===== config.mk =====
export PLATFORM = sky130hd
export DESIGN_NAME = shift_arb_seq
export DESIGN_NICKNAME = d
export VERILOG_FILES = /design/src/rtl/shift_arb_seq.sv
export SDC_FILE = /design/constraint.sdc
export NUM_CORES = 1
export LEC_CHECK = 0
export ABC_CLOCK_PERIOD_IN_PS = 2300
export BUFFER_PORTS_ARGS = -buffer_cell sky130_fd_sc_hd__buf_2
export CAP_MARGIN = 20
export CORE_ASPECT_RATIO = 2
export CORE_MARGIN = 5
export CORE_UTILIZATION = 54
export CTS_BUF_LIST = sky130_fd_sc_hd__clkbuf_4 sky130_fd_sc_hd__clkbuf_8
export CTS_CLUSTER_DIAMETER = 80
export DETAILED_ROUTE_END_ITERATION = 7
export GPL_TIMING_DRIVEN = 0
export HOLD_SLACK_MARGIN = 0.12
export PLACE_DENSITY = 0.84
export SYNTH_ARGS = -nofsm -noshare
export SYNTH_HDL_FRONTEND = slang
export SYNTH_SLANG_ARGS = --single-unit

===== constraint.sdc =====
create_clock -name clk -period 2.3 [get_ports clk]
set_input_delay 0.23 -clock clk [delete_from_list [all_inputs] [get_ports clk]]
set_output_delay 0.23 -clock clk [all_outputs]
set_load 0.03 [all_outputs]

===== src/rtl/shift_arb_seq.sv =====
// Two-requester logical shift sequencer: round-robin picks a job, then one narrow
// shifter moves it at most STEP bits per clock and holds the result until it is taken.
module shift_arb_seq #(
    parameter int WIDTH = 32,
    parameter int AMT_W = 5,
    parameter int STEP  = 2
) (
    input  logic             clk,
    input  logic             rst_n,
    input  logic             req0_valid,
    output logic             req0_ready,
    input  logic [WIDTH-1:0] req0_data,
    input  logic [AMT_W-1:0] req0_amt,
    input  logic             req0_dir,
    input  logic             req1_valid,
    output logic             req1_ready,
    input  logic [WIDTH-1:0] req1_data,
    input  logic [AMT_W-1:0] req1_amt,
    input  logic             req1_dir,
    output logic             res_valid,
    input  logic             res_ready,
    output logic [WIDTH-1:0] res_data,
    output logic             res_id,
    output logic             res_sticky,
    output logic             busy
);

    typedef enum logic [1:0] {IDLE, SHIFT, DONE} state_e;

    localparam logic [AMT_W-1:0] STEP_A = AMT_W'(STEP);

    state_e           state_q, state_d;
    logic [WIDTH-1:0] data_q, data_d;
    logic [AMT_W-1:0] rem_q, rem_d;
    logic             dir_q, dir_d;
    logic             id_q, id_d;
    logic             sticky_q, sticky_d;
    logic             last_q, last_d;

    logic             grant0, grant1;
    logic [WIDTH-1:0] sh_data;
    logic             sh_sticky;
    logic [AMT_W-1:0] step_k;

    // last_q holds the most recently granted requester; the other one wins a tie.
    always_comb begin
        grant0 = 1'b0;
        grant1 = 1'b0;
        if (state_q == IDLE) begin
            grant0 = req0_valid && (!req1_valid || last_q);
            grant1 = req1_valid && (!req0_valid || !last_q);
        end
    end

    // One clock's worth of shifting: up to STEP single-bit moves, collecting lost bits.
    always_comb begin
        sh_data   = data_q;
        sh_sticky = sticky_q;
        for (int i = 0; i < STEP; i++) begin
            if (AMT_W'(i) < rem_q) begin
                if (dir_q) begin
                    sh_sticky = sh_sticky | sh_data[0];
                    sh_data   = sh_data >> 1;
                end else begin
                    sh_sticky = sh_sticky | sh_data[WIDTH-1];
                    sh_data   = sh_data << 1;
                end
            end
        end
        step_k = (rem_q < STEP_A) ? rem_q : STEP_A;
    end

    always_comb begin
        state_d  = state_q;
        data_d   = data_q;
        rem_d    = rem_q;
        dir_d    = dir_q;
        id_d     = id_q;
        sticky_d = sticky_q;
        last_d   = last_q;
        case (state_q)
            IDLE: begin
                if (grant0 || grant1) begin
                    id_d     = grant1;
                    last_d   = grant1;
                    data_d   = grant1 ? req1_data : req0_data;
                    rem_d    = grant1 ? req1_amt  : req0_amt;
                    dir_d    = grant1 ? req1_dir  : req0_dir;
                    sticky_d = 1'b0;
                    state_d  = ((grant1 ? req1_amt : req0_amt) == '0) ? DONE : SHIFT;
                end
            end
            SHIFT: begin
                data_d   = sh_data;
                sticky_d = sh_sticky;
                rem_d    = rem_q - step_k;
                if (rem_q == step_k) state_d = DONE;
            end
            DONE: begin
                if (res_ready) state_d = IDLE;
            end
            default: state_d = IDLE;
        endcase
    end

    always_ff @(posedge clk or negedge rst_n) begin
        if (!rst_n) begin
            state_q  <= IDLE;
            data_q   <= '0;
            rem_q    <= '0;
            dir_q    <= 1'b0;
            id_q     <= 1'b0;
            sticky_q <= 1'b0;
            last_q   <= 1'b1;
        end else begin
            state_q  <= state_d;
            data_q   <= data_d;
            rem_q    <= rem_d;
            dir_q    <= dir_d;
            id_q     <= id_d;
            sticky_q <= sticky_d;
            last_q   <= last_d;
        end
    end

    assign req0_ready = grant0;
    assign req1_ready = grant1;
    assign res_valid  = (state_q == DONE);
    assign busy       = (state_q != IDLE);
    assign res_data   = data_q;
    assign res_id     = id_q;
    assign res_sticky = sticky_q;

endmodule

==> qor.txt <==
HPWL after detailed placement: 10,200 µm
RSZ-0062 raised after global routing: false
synthesized area: 3800 µm²
Num CTS Buffers: 5
final number of setup-violating endpoints: 0
final hold vios: 0
number of global-route vias before repair: 4,296
Post-synth top cells: nor2_1 (96), mux2i_1 (72), dfrtp_1 (42), nand2_1 (36), o21ai_0 (29)
Initial Utilization: 55.2%
area grow syn2layout: 22.5%
Max Slew Vio Count: 0
maxcap violations: 0
vias: 4,339
most numerous cell in the Yosys netlist: nor2_1
I/O pin cnt: 119
VDD IR max: 0.00103 V
share of layout cells above drive strength 1: 30.3%
post-route antenna net violation count: 0
worst reg-to-reg setup slack: 0.09 ns
Tmin final: 2.21 ns
hold path endpoint: dir_q
DP Worst Slack: 0.0894 ns
TNS Setup: 0 ns
global-route wire length before repair: 21,100 µm
CTS H-tree lvls: 2
area of the core: 6890 µm²
worst r2r dst: rem_q[4]
initial antenna violation count: 0
ranking of synthesized cells by area: dfrtp_1 (28%), mux2i_1 (19%), nor2_1 (9.5%)
EDFF count, synth: 0
nature of the critical path startpoint: flop
post-route setup slack: 0.0870 ns
Clock Latency Late Sink: 0.32 ns
Arr. time, crit path: 2.46 ns
worst reg2reg path depth: 7
# clock sinks: 43
R2R Path Start: rem_q[2]
Clock Path Buffers: 2
WL/cell: 19.8 µm
Mapped Cells: 467
critical path type: flop to flop
share of the synthesized area in the top cell type: 27.6%
DRC viols: 0
DIE WIDTH: 69.3 µm
Critical Path RT: 2.54 ns
Max Freq: 452 MHz
post-synth top area cell: dfrtp_1
GR met2 Demand/Resource: 55.2%
status: finished, final reports clean
max_slew headroom: 52.9%
main flop type after synthesis: dfrtp_1
number of synthesized register bits: 43
# rows: 43
Pleak: 0.00233 µW
met1 usage: 30.5%
gr usage total: 29.8%
TritonCTS clock tree: done
Die Height: 129 µm
largest net degree at the start of global routing: 44
RePlAce Congestion: 0.980
ant diodes: 0
Layout Nets: 676
Final Cycle Share: 96.2%
drt initial violations: 438
final WL: 13,600 µm
min-delay src: req1_dir
GR peak layer: met2
Crit Path Max Fanout: 8
power per cell area: 1680 nW/µm²
CTS root buf: clkbuf_8
yosys warns: 0
asr flop ratio synth: 100%
Die ar.: 8920 µm²
clock slew at reported path FFs: 0.08 ns
Post-Syn Nets: 549
Pre-antenna DRT Iters: 6
Via density: 6.33
Seq/Total Area, Yosys: 28.3%
Port Buffers: 118
clock skew: 0.0109 ns
Distinct cells, synth: 47
GR Overflow Total: 0
Hold Path Cell Cnt: 3
syn avg cell area: 8.14 µm²
Hold Path Class: input port to flop
met3 Use GR: 5.08%
Worst Setup End Kind: flop
Worst Max-Slew Pin Slew: 0.707 ns
-- sequential cells by signal (all words and copies together) (netlist names) --
register	flops
dir_q	1
last_q	1
rem_q	5
res_data	32
res_id	1
res_sticky	1
state_q	2
-- through the flow --
stage / util (%) / total power, µW / std cells / area (µm²) / hold WS [ns]
detailed placement: 65.4 / 7140 / 675 / 4510 / 0.463
finish: 67.7 / 7830 / 685 / 4660 / 0.155
CTS: 66.9 / 7700 / 683 / 4610 / 0.121
global placement: 65.4 / 6950 / 675 / 4510 / 0.456
global route: 67.7 / 8300 / 685 / 4660 / 0.163
floorplan: - / 5610 / 467 / 3800 / -0.0656
-- power by group --
part,internal [µW],total (µW),leakage [µW],switching (µW)
Combinational,1960,5380,0.00177,3420
Sequential,1170,1910,0.000508,744
Clock,252,544,0.0000498,292
Total,3380,7830,0.00233,4450
-- how the worst max path moves through the flow --
stage,cells after the start,slack [ns],startpoint,to
CTS,6,0.01,state_q[0],req1_ready
global placement,7,0.16,state_q[1],dir_q
detailed placement,6,0.09,state_q[1],res_data[21]
finish,7,0.09,rem_q[2],rem_q[4]
global route,6,0.05,state_q[0],req1_ready
floorplan,6,0.46,rem_q[2],res_sticky
-- worst max-delay path, cell delays in order (launching register included) --
cell,delay (ns)
dfrtp_1,0.52
nor3_1,0.12
or2_2,0.29
ha_1,0.25
or3_1,0.36
a211oi_1,0.33
o22ai_1,0.12
a31oi_1,0.14
-- layer usage --
layer,vias to the layer above,wire [µm]
met3,59,1030
li1,1967,-
met4,0,686
met5,-,0
met2,248,7310
met1,2065,4560
-- kinds of logic (layout without fill, tap and decap cells) --
| kind of cell | count (synthesis) | count (layout) | synth area share (%) |
|---|---|---|---|
| AND/OR/NAND/NOR | 176 | 176 | 19.6 |
| AO/OA/AOI/OAI | 125 | 125 | 26.8 |
| multiplexers | 73 | 73 | 19.2 |
| buffers and inverters | 48 | 176 | 5.56 |
| flip-flops | 43 | 43 | 28.3 |
| adder cells (fa/ha/maj) | 1 | 1 | 0.329 |
| other | 1 | 1 | 0.0986 |
-- layout make-up --
| type | instances | area (µm²) |
|---|---|---|
| multi-input combinational | 376 | 2540 |
| fill | 627 | 2230 |
| sequential | 43 | 1080 |
| timing repair buffer | 120 | 621 |
| buffer | 41 | 189 |
| tap | 90 | 113 |
| clock buffer | 8 | 91.3 |
| inverter | 7 | 26.3 |
-- layout by cell type, fill, tap and decap left out, types with 2 or more instances in the layout --
| cell | instances |
|---|---|
| a211oi_1 | 9 |
| a211oi_2 | 13 |
| a21oi_1 | 21 |
| a221oi_1 | 14 |
| a311oi_1 | 2 |
| a31oi_1 | 3 |
| and3_1 | 2 |
| buf_1 | 2 |
| buf_2 | 130 |
| buf_6 | 2 |
| clkbuf_1 | 23 |
| clkbuf_4 | 4 |
| clkbuf_8 | 5 |
| dfrtp_1 | 42 |
| inv_1 | 7 |
| mux2i_1 | 72 |
| nand2_1 | 36 |
| nand3_1 | 4 |
| nor2_1 | 96 |
| nor3_1 | 23 |
| o211ai_1 | 3 |
| o21ai_0 | 29 |
| o22ai_1 | 2 |
| o31ai_1 | 2 |
| o41ai_1 | 5 |
| o41ai_2 | 13 |
| or2_2 | 2 |
| or3_1 | 2 |
| or4_1 | 3 |
-- repair_timing --
item | in CTS | in global routing
hold buffers | 0 | 1
endpoints found under the setup margin | 1 | 12
gates resized for setup | 2 | 5
setup buffers | 0 | 0
endpoints found under the hold margin | 0 | 13
pin swaps | 0 | 0
No activity file was read; power rests on OpenSTA's default activity.
